`config.mk`:
```
export PLATFORM = sky130hd
export DESIGN_NAME = calc_operand_sequencer
export DESIGN_NICKNAME = d
export VERILOG_FILES = /design/src/rtl/calc_operand_sequencer.sv
export SDC_FILE = /design/constraint.sdc
export NUM_CORES = 1
export LEC_CHECK = 0
export ABC_AREA = 1
export BUFFER_PORTS_ARGS = -buffer_cell sky130_fd_sc_hd__buf_4
export CORE_MARGIN = 1.5
export CORE_UTILIZATION = 41
export DETAILED_ROUTE_END_ITERATION = 10
export PLACE_DENSITY_LB_ADDON = 0.2
export REMOVE_ABC_BUFFERS = 1
export SLEW_MARGIN = 20
export SYNTH_ARGS = -nofsm -noshare
export SYNTH_HDL_FRONTEND = slang
export SYNTH_SLANG_ARGS = --single-unit
```
`constraint.sdc`:
```
create_clock -name clk -period 2 [get_ports clk]
set_clock_uncertainty 0.15 [all_clocks]
set_input_delay 0.4 -clock clk [delete_from_list [all_inputs] [get_ports clk]]
set_output_delay 0.4 -clock clk [all_outputs]
set_load 0.1 [all_outputs]
```
`src/rtl/calc_operand_sequencer.sv`:
```
// Keypad-driven operand sequencer for the 4-bit signed comparator: collects A and B,
// captures the comparator flags and holds them for the display. Optional negate key: CALC_NEGATE_KEY_EN.
module calc_operand_sequencer #(
  parameter int ACK_TIMEOUT = 0,
  parameter int TMR_W       = 8
) (
  input  logic       clk,
  input  logic       reset,
  input  logic       key_valid,
  input  logic [1:0] key_cmd,
  input  logic [3:0] key_value,
  input  logic       cmp_greater,
  input  logic       cmp_equal,
  input  logic       cmp_less,
  input  logic       result_ack,
  output logic [3:0] operand1,
  output logic [3:0] operand2,
  output logic [1:0] entry_phase,
  output logic       operands_valid,
  output logic       result_valid,
  output logic [2:0] result_flags,
  output logic       cmp_error,
  output logic       timeout_pulse,
  output logic       neg_ovf_pulse
);

  typedef enum logic [1:0] {
    ENTER_A = 2'b00,
    ENTER_B = 2'b01,
    SETTLE  = 2'b10,
    RESULT  = 2'b11
  } phase_e;

  localparam logic [1:0] CMD_DIGIT  = 2'b00;
  localparam logic [1:0] CMD_ENTER  = 2'b01;
  localparam logic [1:0] CMD_CLEAR  = 2'b10;
  localparam bit               TMO_EN   = (ACK_TIMEOUT > 0);
  localparam logic [TMR_W-1:0] TMO_LAST = TMO_EN ? TMR_W'(ACK_TIMEOUT - 1) : '0;
  localparam logic [TMR_W-1:0] TMR_ONE  = {{(TMR_W-1){1'b0}}, 1'b1};

  phase_e           state_q, state_d;
  logic [3:0]       operand1_q, operand1_d;
  logic [3:0]       operand2_q, operand2_d;
  logic [2:0]       flags_q, flags_d;
  logic             result_valid_q, result_valid_d;
  logic             operands_valid_q, operands_valid_d;
  logic             cmp_error_q, cmp_error_d;
  logic             timeout_pulse_q, timeout_pulse_d;
  logic             neg_ovf_q, neg_ovf_d;
  logic [TMR_W-1:0] tmr_q, tmr_d;

  logic       clear_s, digit_s, enter_s, tmo_hit_s;
  logic [2:0] flags_in_s;

  function automatic logic is_onehot3(input logic [2:0] f);
    return (f == 3'b100) || (f == 3'b010) || (f == 3'b001);
  endfunction

`ifdef CALC_NEGATE_KEY_EN
  logic negate_s;
  assign negate_s = key_valid && (key_cmd == 2'b11);

  // -8 has no positive counterpart: keep it and report the overflow bit
  function automatic logic [4:0] negate_op(input logic [3:0] v);
    if (v == 4'b1000) return {v, 1'b1};
    else              return {4'd0 - v, 1'b0};
  endfunction
`endif

  assign clear_s    = key_valid && (key_cmd == CMD_CLEAR);
  assign digit_s    = key_valid && (key_cmd == CMD_DIGIT);
  assign enter_s    = key_valid && (key_cmd == CMD_ENTER);
  assign flags_in_s = {cmp_greater, cmp_equal, cmp_less};
  // An ack on the last allowed cycle pre-empts the timeout
  assign tmo_hit_s  = TMO_EN && (state_q == RESULT) && !result_ack && (tmr_q == TMO_LAST);

  always_ff @(posedge clk or posedge reset) begin
    if (reset) state_q <= ENTER_A;
    else       state_q <= state_d;
  end

  always_comb begin
    state_d = state_q;
    if (clear_s) begin
      state_d = ENTER_A;
    end else begin
      case (state_q)
        ENTER_A: if (enter_s) state_d = ENTER_B; else state_d = ENTER_A;
        ENTER_B: if (enter_s) state_d = SETTLE;  else state_d = ENTER_B;
        SETTLE:  state_d = RESULT;
        RESULT:  if (result_ack || tmo_hit_s) state_d = ENTER_A; else state_d = RESULT;
        default: state_d = ENTER_A;
      endcase
    end
  end

  always_comb begin
    operand1_d      = operand1_q;
    operand2_d      = operand2_q;
    flags_d         = flags_q;
    cmp_error_d     = cmp_error_q;
    tmr_d           = tmr_q;
    timeout_pulse_d = 1'b0;
    neg_ovf_d       = 1'b0;
    if (clear_s) begin
      operand1_d  = 4'd0;
      operand2_d  = 4'd0;
      cmp_error_d = 1'b0;
      tmr_d       = '0;
    end else begin
      case (state_q)
        ENTER_A: begin
          if (digit_s) operand1_d = key_value;
`ifdef CALC_NEGATE_KEY_EN
          else if (negate_s) {operand1_d, neg_ovf_d} = negate_op(operand1_q);
`endif
          else operand1_d = operand1_q;
        end
        ENTER_B: begin
          if (digit_s) operand2_d = key_value;
`ifdef CALC_NEGATE_KEY_EN
          else if (negate_s) {operand2_d, neg_ovf_d} = negate_op(operand2_q);
`endif
          else operand2_d = operand2_q;
        end
        SETTLE: begin
          flags_d = flags_in_s;
          if (!is_onehot3(flags_in_s)) cmp_error_d = 1'b1;
          else                         cmp_error_d = cmp_error_q;
        end
        RESULT: begin
          if (result_ack) begin
            tmr_d = '0;
          end else if (tmo_hit_s) begin
            tmr_d           = '0;
            timeout_pulse_d = 1'b1;
          end else if (TMO_EN) begin
            tmr_d = tmr_q + TMR_ONE;
          end else begin
            tmr_d = tmr_q;
          end
        end
        default: tmr_d = '0;
      endcase
    end
    result_valid_d   = (state_d == RESULT);
    operands_valid_d = (state_d == SETTLE) || (state_d == RESULT);
  end

  always_ff @(posedge clk or posedge reset) begin
    if (reset) begin
      operand1_q       <= 4'd0;
      operand2_q       <= 4'd0;
      flags_q          <= 3'b000;
      result_valid_q   <= 1'b0;
      operands_valid_q <= 1'b0;
      cmp_error_q      <= 1'b0;
      timeout_pulse_q  <= 1'b0;
      neg_ovf_q        <= 1'b0;
      tmr_q            <= '0;
    end else begin
      operand1_q       <= operand1_d;
      operand2_q       <= operand2_d;
      flags_q          <= flags_d;
      result_valid_q   <= result_valid_d;
      operands_valid_q <= operands_valid_d;
      cmp_error_q      <= cmp_error_d;
      timeout_pulse_q  <= timeout_pulse_d;
      neg_ovf_q        <= neg_ovf_d;
      tmr_q            <= tmr_d;
    end
  end

  assign operand1       = operand1_q;
  assign operand2       = operand2_q;
  assign entry_phase    = state_q;
  assign operands_valid = operands_valid_q;
  assign result_valid   = result_valid_q;
  assign result_flags   = flags_q;
  assign cmp_error      = cmp_error_q;
  assign timeout_pulse  = timeout_pulse_q;
  assign neg_ovf_pulse  = neg_ovf_q;

endmodule

```
==> flow_results.xml, run 1 <==
<?xml version="1.0" encoding="UTF-8"?>
<metrics>
  <group name="setup_path">
    <metric name="crit_required" unit="ps">1450</metric>
    <metric name="worst-path-buf-inv" unit="">1</metric>
    <metric name="cp_data_arrival_time" unit="ps">1090</metric>
    <metric name="critical_path_peak_fanout" unit="">7</metric>
    <metric name="critical-path-slowest-cell" unit="">sky130_fd_sc_hd__dfrtp_1</metric>
    <metric name="crit_path_cell_trace" unit="">buf_4</metric>
    <metric name="timing.setup.critical_path_class" unit="">flop to output pin</metric>
    <metric name="cp-end-kind" unit="">output pin</metric>
    <metric name="slowest_delay" unit="ps">480</metric>
    <metric name="critPathTopFamily" unit="">flip-flops</metric>
    <metric name="cp-start-kind" unit="">flop</metric>
  </group>
  <group name="die">
    <metric name="design.die.area" unit="mm2">0.00199</metric>
    <metric name="die_height" unit="um">44.6</metric>
    <metric name="placement_rows" unit="">14</metric>
    <metric name="ioPinCount" unit="">31</metric>
    <metric name="chipWidth" unit="um">44.6</metric>
    <metric name="design.core.area" unit="mm2">0.00156</metric>
    <metric name="initial_core_util" unit="">0.454</metric>
  </group>
  <group name="finish">
    <metric name="final_common_cell" unit="">sky130_fd_sc_hd__buf_4</metric>
    <metric name="final_net_count" unit="">127</metric>
    <metric name="antenna_cells" unit="">0</metric>
    <metric name="flow.area_growth_from_synthesis" unit="%">36.0</metric>
    <metric name="layout_common_cells" unit="">28 x sky130_fd_sc_hd__buf_4, 23 x sky130_fd_sc_hd__nand2_1, 16 x sky130_fd_sc_hd__dfrtp_1</metric>
    <metric name="share_of_layout_cells_above_drive_strength_1" unit="">0.327</metric>
    <metric name="final_area" unit="um2">963</metric>
  </group>
  <group name="grt">
    <metric name="global_route_total_overflow" unit="">0</metric>
    <metric name="vias_in_the_first_global_route" unit="">557</metric>
    <metric name="grt_start_max_net_pins" unit="">17</metric>
    <metric name="track_usage" unit="">0.158</metric>
    <metric name="antenna_found_initial" unit="">0</metric>
    <metric name="grt_first_pass_wirelength" unit="mm">2.28</metric>
  </group>
  <group name="worst_hold_path">
    <metric name="hp-class" unit="">primary input to asynchronous set/reset pin</metric>
  </group>
  <group name="placement">
    <metric name="port_buffers" unit="">28</metric>
    <metric name="post-dp-hpwl" unit="mm">1.05</metric>
    <metric name="dpl_cell_area" unit="um2">927</metric>
    <metric name="place_congestion" unit="">0.692</metric>
  </group>
  <group name="timing">
    <metric name="setup_repair_after_global_routing_missed_its_margin" unit="">false</metric>
    <metric name="slew_viol_final" unit="">0</metric>
    <metric name="timing.final.crit_share" unit="">0.822</metric>
    <metric name="tightest_slew" unit="ps">588</metric>
    <metric name="period_needed" unit="ps">1640</metric>
    <metric name="finalHoldWorstSlack" unit="ps">25.5</metric>
    <metric name="tns" unit="ps">0</metric>
    <metric name="setup_violations" unit="">0</metric>
    <metric name="max_clock_freq" unit="MHz">608</metric>
    <metric name="finalHoldViolCount" unit="">0</metric>
    <metric name="worst_slew_margin_relative_to_its_limit" unit="">0.608</metric>
  </group>
  <group name="cts">
    <metric name="cts_inserted_buffers" unit="">3</metric>
    <metric name="htreeDepth" unit="">1</metric>
    <metric name="post-cts-setup-buffer-count" unit="">0</metric>
    <metric name="post_cts_resize_count" unit="">0</metric>
    <metric name="cts.hold.buffers_added" unit="">0</metric>
    <metric name="clkLatencyLatePin" unit="ps">280</metric>
    <metric name="clock_pin_slew_reported_for_the_worst_setup_and_hold_paths_after_clock_tree_synthesis" unit="ps">100</metric>
    <metric name="cts_tree" unit="">built</metric>
    <metric name="clock-root-buffer" unit="">sky130_fd_sc_hd__clkbuf_4</metric>
    <metric name="cts.sinks" unit="">16</metric>
    <metric name="clockBufferDepth" unit="">2</metric>
  </group>
  <group name="synth">
    <metric name="mappedNetlistArea" unit="um2">708</metric>
    <metric name="netlist-cell-type-count" unit="">14</metric>
    <metric name="synthDominantAreaCellType" unit="">sky130_fd_sc_hd__dfrtp_1</metric>
    <metric name="yosysWarnings" unit="">0</metric>
    <metric name="adder_cell_share_of_the_synthesized_area" unit="">0</metric>
    <metric name="yosys_register_bits" unit="">16</metric>
    <metric name="ys_seq_area_frac" unit="">0.565</metric>
    <metric name="synthXorXnorAreaFrac" unit="">0</metric>
    <metric name="post_synth_mux_area_share" unit="">0</metric>
    <metric name="dominant_combinational_cell_family_by_area_after_synthesis" unit="">simple AND/OR/NAND/NOR gates</metric>
    <metric name="yosys-top-cells-area" unit="">sky130_fd_sc_hd__dfrtp_1 57%, sky130_fd_sc_hd__nand2_1 12%, sky130_fd_sc_hd__o21ai_0 9.2%</metric>
    <metric name="synthSimpleGateAreaFrac" unit="">0.194</metric>
    <metric name="synth_top_area_frac" unit="">0.565</metric>
    <metric name="compound_gate_portion_of_the_synthesized_area" unit="">0.155</metric>
    <metric name="syn-instance-count" unit="">82</metric>
    <metric name="syn-mean-instance-area" unit="um2">8.64</metric>
  </group>
  <group name="routing">
    <metric name="drt_iter0_drc" unit="">21</metric>
    <metric name="drt_wl_total" unit="mm">1.35</metric>
    <metric name="drcViolationCount" unit="">2</metric>
    <metric name="routed-via-count" unit="">618</metric>
    <metric name="post_drt_via_cell_ratio" unit="">4.79</metric>
    <metric name="post_drt_wl_per_cell" unit="um">10.5</metric>
    <metric name="final_antenna_net_count" unit="">0</metric>
    <metric name="detailedRoute.firstPassIterationCount" unit="">7</metric>
  </group>
  <group name="status">
    <metric name="violations" unit="">design-rule violations</metric>
    <metric name="result_of_the_run" unit="">complete, but fails checks</metric>
  </group>
  <group name="run">
    <metric name="drv_cap" unit="">0</metric>
  </group>
</metrics>
routing by layer:
layer  global-route usage  wire length [um]  vias to the layer above
li1                     -                 -                      320
met1                0.214               633                      277
met2                0.246               640                       19
met3               0.0245                67                        2
met4               0.0727                 9                        0
met5                    0                 0                        -
sequential cells by signal, indices dropped and copies added, names as in the netlist:
| name | cells |
|---|---|
| cmp_error | 1 |
| operand2 | 4 |
| result_valid | 1 |
| entry_phase | 2 |
| operands_valid | 1 |
| operand1 | 4 |
| result_flags | 3 |
logic make-up (layout without fill, tap and decap cells):
kind of cell	after synthesis	after routing
AOI/OAI and AO/OA	20	20
buffers and inverters	13	43
and+or+nand+nor	32	32
other	1	2
DFF	16	16
cells in the mapped netlist:
master and number:
sky130_fd_sc_hd__a21oi_1 4, sky130_fd_sc_hd__buf_4 2, sky130_fd_sc_hd__conb_1 1, sky130_fd_sc_hd__dfrtp_1 16, sky130_fd_sc_hd__inv_1 11, sky130_fd_sc_hd__nand2_1 23, sky130_fd_sc_hd__nand2_2 1, sky130_fd_sc_hd__nand3_1 1
sky130_fd_sc_hd__nand3_2 1, sky130_fd_sc_hd__nor2_1 5, sky130_fd_sc_hd__nor2_4 1, sky130_fd_sc_hd__o211ai_1 1, sky130_fd_sc_hd__o21ai_0 13, sky130_fd_sc_hd__o21ai_2 2
per-stage QoR:
step	std cells	setup WS (ps)	util
final	129	355	0.618
after global routing	129	318	0.618
after CTS	129	359	0.618
after detailed placement	125	638	0.595
after global placement	125	660	0.595
after floorplan	81	104	-
final cells by class:
type,count,area (um2)
multi-input combinational,54,255
tap,16,20.0
timing repair buffer,28,210
clock buffer,4,36.3
fill,142,596
sequential,16,400
inverter,11,41.3
final timing paths:
| path | from | endpoint | slack [ps] | cells past startpoint |
|---|---|---|---|---|
| worst min register to register | operand2[2]$_DFFE_PP0P_ | operand2[2]$_DFFE_PP0P_ | 340 | 2 |
| worst min-delay path | reset | operand2[2]$_DFFE_PP0P_ | 30 | 2 |
| min in group clk | key_value[3] | operand1[3]$_DFFE_PP0P_ | 230 | 3 |
| max in group asynchronous | reset | cmp_error$_DFFE_PP0P_ | 1290 | 2 |
| worst max-delay path | entry_phase[1]$_DFF_PP0_ | entry_phase[1] | 360 | 1 |
| worst max register to register | entry_phase[0]$_DFF_PP0_ | operand2[1]$_DFFE_PP0P_ | 680 | 4 |
Power of run 1 is left out: the tool's default activity adds up to more than one toggle a clock period on the data nets, which glitch-free logic cannot reach.
==> inputs of run 2 (changes only) <==
--- a/config.mk
+++ b/config.mk
@@ -5,7 +5,7 @@
 export SDC_FILE = /design/constraint.sdc
 export NUM_CORES = 1
 export LEC_CHECK = 0
-export ABC_AREA = 1
+export ABC_AREA = 0
 export BUFFER_PORTS_ARGS = -buffer_cell sky130_fd_sc_hd__buf_4
 export CORE_MARGIN = 1.5
 export CORE_UTILIZATION = 41
==> constraint.sdc (replaced) <==
create_clock -name clk -period 1.5 [get_ports clk]
set_clock_uncertainty 0.15 [all_clocks]
set_input_delay 0.3 -clock clk [delete_from_list [all_inputs] [get_ports clk]]
set_output_delay 0.3 -clock clk [all_outputs]
set_load 0.1 [all_outputs]
==> run 2 against run 1 <==
Compared with the run above: critical endpoint unchanged; routed wire length rose by 12%; synthesized cell count fell by 26%; critical path depth rose by 1; non-clock buffer count rose by 8; largest cell class unchanged; sequential cell count did not move; sequential share of layout area fell by 4.7 points; worst setup slack got worse by 320 ps; clock-buffer cell count fell by 1; highest routed layer unchanged; via count fell by 3.6%; first-iteration DRC count fell by 57%; register-to-register slack got worse by 620 ps; the run now ends clean.
==> flow_results.xml, run 2 <==
<?xml version="1.0" encoding="UTF-8"?>
<metrics>
  <group name="routing">
    <metric name="drt_iter0_drc" unit="">9</metric>
    <metric name="drt_wl_total" unit="mm">1.51</metric>
    <metric name="detailedRoute.firstPassIterationCount" unit="">4</metric>
    <metric name="post_drt_wl_per_cell" unit="um">12.2</metric>
    <metric name="routed-via-count" unit="">596</metric>
    <metric name="drcViolationCount" unit="">0</metric>
    <metric name="post_drt_via_cell_ratio" unit="">4.81</metric>
    <metric name="final_antenna_net_count" unit="">0</metric>
  </group>
  <group name="synth">
    <metric name="yosys_register_bits" unit="">16</metric>
    <metric name="yosys-top-cells-area" unit="">sky130_fd_sc_hd__dfrtp_1 54%, sky130_fd_sc_hd__mux2_2 15%, sky130_fd_sc_hd__and2_1 3.4%</metric>
    <metric name="yosys.cell_count.top_type" unit="">sky130_fd_sc_hd__dfrtp_1</metric>
    <metric name="synth_top_area_frac" unit="">0.540</metric>
    <metric name="asyncSetResetFlopFracSynth" unit="">1.00</metric>
    <metric name="syn-mean-instance-area" unit="um2">12.2</metric>
    <metric name="mappedNetlistArea" unit="um2">742</metric>
    <metric name="ys_seq_area_frac" unit="">0.540</metric>
    <metric name="number_of_synthesized_flops_with_an_enable_pin" unit="">0</metric>
    <metric name="netlist-cell-type-count" unit="">25</metric>
    <metric name="netlist_top_cells_count" unit="">16 x sky130_fd_sc_hd__dfrtp_1, 10 x sky130_fd_sc_hd__mux2_2, 4 x sky130_fd_sc_hd__and2_1, 4 x sky130_fd_sc_hd__nor3_1, 3 x sky130_fd_sc_hd__nand2_1</metric>
    <metric name="synthDominantAreaCellType" unit="">sky130_fd_sc_hd__dfrtp_1</metric>
    <metric name="syn-instance-count" unit="">61</metric>
    <metric name="yosysWarnings" unit="">0</metric>
    <metric name="main_synth_ff_type" unit="">sky130_fd_sc_hd__dfrtp_1</metric>
  </group>
  <group name="grt">
    <metric name="global_route_total_overflow" unit="">0</metric>
    <metric name="grt_start_max_net_pins" unit="">17</metric>
    <metric name="track_usage" unit="">0.162</metric>
    <metric name="antenna_found_initial" unit="">0</metric>
    <metric name="grt_first_pass_wirelength" unit="mm">2.34</metric>
    <metric name="vias_in_the_first_global_route" unit="">551</metric>
  </group>
  <group name="cts">
    <metric name="clockBufferDepth" unit="">2</metric>
    <metric name="cts_tree" unit="">built</metric>
    <metric name="cts.sinks" unit="">16</metric>
    <metric name="clock-root-buffer" unit="">sky130_fd_sc_hd__clkbuf_4</metric>
    <metric name="cts_inserted_buffers" unit="">3</metric>
    <metric name="clkLatencyLatePin" unit="ps">280</metric>
    <metric name="htreeDepth" unit="">1</metric>
    <metric name="clock_pin_slew_reported_for_the_worst_setup_and_hold_paths_after_clock_tree_synthesis" unit="ps">80</metric>
  </group>
  <group name="setup_path">
    <metric name="critical_path_peak_fanout" unit="">7</metric>
    <metric name="crit_required" unit="ps">1050</metric>
    <metric name="worst_r2r_startpoint" unit="">entry_phase[1]$_DFF_PP0_</metric>
    <metric name="timing.reg2reg.worst_path_depth" unit="">4</metric>
    <metric name="cp-start-kind" unit="">flop</metric>
    <metric name="cp-end-kind" unit="">output pin</metric>
    <metric name="ff2ff_setup_slack" unit="ps">60</metric>
    <metric name="cp_data_arrival_time" unit="ps">1020</metric>
    <metric name="r2r-end" unit="">result_flags[1]$_DFFE_PP0P_</metric>
    <metric name="timing.setup.critical_path_class" unit="">flop to output pin</metric>
  </group>
  <group name="die">
    <metric name="placement_rows" unit="">15</metric>
    <metric name="die_height" unit="um">45.5</metric>
    <metric name="design.core.area" unit="mm2">0.00171</metric>
    <metric name="initial_core_util" unit="">0.434</metric>
    <metric name="ioPinCount" unit="">31</metric>
    <metric name="design.die.area" unit="mm2">0.00207</metric>
    <metric name="chipWidth" unit="um">45.5</metric>
  </group>
  <group name="timing">
    <metric name="max_clock_freq" unit="MHz">682</metric>
    <metric name="slew_viol_final" unit="">0</metric>
    <metric name="finalHoldViolCount" unit="">0</metric>
    <metric name="setup_violations" unit="">0</metric>
    <metric name="setup_repair_after_global_routing_missed_its_margin" unit="">true</metric>
    <metric name="period_needed" unit="ps">1470</metric>
    <metric name="timing.final.crit_share" unit="">0.978</metric>
  </group>
  <group name="finish">
    <metric name="layout_common_cells" unit="">32 x sky130_fd_sc_hd__buf_4, 16 x sky130_fd_sc_hd__dfrtp_1, 10 x sky130_fd_sc_hd__mux2_2</metric>
    <metric name="share_of_layout_cells_above_drive_strength_1" unit="">0.505</metric>
    <metric name="flow.area_growth_from_synthesis" unit="%">46.4</metric>
    <metric name="final_common_cell" unit="">sky130_fd_sc_hd__buf_4</metric>
    <metric name="final_area" unit="mm2">0.00109</metric>
    <metric name="antenna_cells" unit="">0</metric>
    <metric name="final_net_count" unit="">114</metric>
  </group>
  <group name="worst_hold_path">
    <metric name="hold_depth" unit="">2</metric>
    <metric name="worst_hold_path.endpoint" unit="">result_flags[0]$_DFFE_PP0P_</metric>
    <metric name="hp-class" unit="">primary input to flop</metric>
    <metric name="hold_path.startpoint" unit="">cmp_less</metric>
  </group>
  <group name="placement">
    <metric name="post-dp-hpwl" unit="mm">1.16</metric>
    <metric name="dpl_cell_area" unit="mm2">0.00102</metric>
    <metric name="port_buffers" unit="">28</metric>
    <metric name="place_congestion" unit="">0.712</metric>
  </group>
  <group name="status">
    <metric name="result_of_the_run" unit="">completed</metric>
  </group>
  <group name="run">
    <metric name="drv_cap" unit="">0</metric>
  </group>
</metrics>
==> run 2: changes by cell type after synthesis, sizes merged, moves of 2 or more <==
cell	change
nor3	+4
and3	+2
nor2	-5
and2	+4
a21oi	-3
nand2	-21
o21ai	-12
mux2	+11
inv	-9
==> run 2: how the worst max path moves through the flow <==
stage                              from                          end  slack (ps)  cells after the start
6_report       entry_phase[1]$_DFF_PP0_               entry_phase[1]          30                      2
3_3_place_gp                 key_cmd[0]  result_flags[0]$_DFFE_PP0P_         -40                      4
4_1_cts        entry_phase[0]$_DFF_PP0_               entry_phase[0]           2                      2
5_1_grt        entry_phase[1]$_DFF_PP0_               entry_phase[1]          -5                      2
2_1_floorplan  entry_phase[0]$_DFF_PP0_      operand2[0]$_DFFE_PP0P_        -540                      3
3_5_place_dp                 key_cmd[0]      operand2[3]$_DFFE_PP0P_         -70                      4
==> run 2: repair_timing <==
action,4_1_cts,5_1_grt
gates cloned,0,0
resized for setup,3,4
endpoints found under the setup margin,2,2
endpoints found under the hold margin,16,0
setup buffers,0,1
hold buffers,1,0
==> run 2: logic make-up (layout without fill, tap and decap cells) <==
group | after synthesis | in the layout | synth area share
AND/OR/NAND/NOR | 21 | 21 | 0.169
flip-flops | 16 | 16 | 0.540
multiplexers | 11 | 11 | 0.167
AO/OA/AOI/OAI | 7 | 7 | 0.0776
buffers and inverters | 4 | 41 | 0.0304
other | 1 | 2 | 0.00505
XOR/XNOR | 1 | 1 | 0.0118
==> run 2: area by class of cell <==
cell class | instances | area (um2)
multi-input cells | 42 | 323
flip-flops and latches | 16 | 400
fillers | 140 | 622
clock buffers | 3 | 22.5
inverters | 2 | 7.51
well taps | 25 | 31.3
repair buffers | 36 | 302
==> run 2: routing by layer <==
| metal | GRT usage | vias to the layer above | share of wire |
|---|---|---|---|
| met5 | 0 | - | 0 |
| met4 | 0.106 | 0 | 0.0093 |
| met3 | 0.0238 | 2 | 0.042 |
| met2 | 0.279 | 23 | 0.54 |
| met1 | 0.183 | 280 | 0.40 |
| li1 | - | 291 | - |
==> run 2: critical path, stage by stage, from the launching register on <==
cell	delay (ps)
sky130_fd_sc_hd__dfrtp_1	400
sky130_fd_sc_hd__buf_4	170
sky130_fd_sc_hd__buf_12	160
==> run 2: metrics by stage <==
step	setup TNS [ps]	setup slack (ps)	utilization	cells	hold slack, ps
2_1_floorplan	-6050	-545	-	60	63.7
3_3_place_gp	-165	-44.4	0.596	119	172
3_5_place_dp	-268	-69.6	0.596	119	174
4_1_cts	0	1.98	0.621	123	110
5_1_grt	-7.18	-5.05	0.636	124	117
6_report	0	33.4	0.636	124	121
Power of run 2 is left out for the same reason.
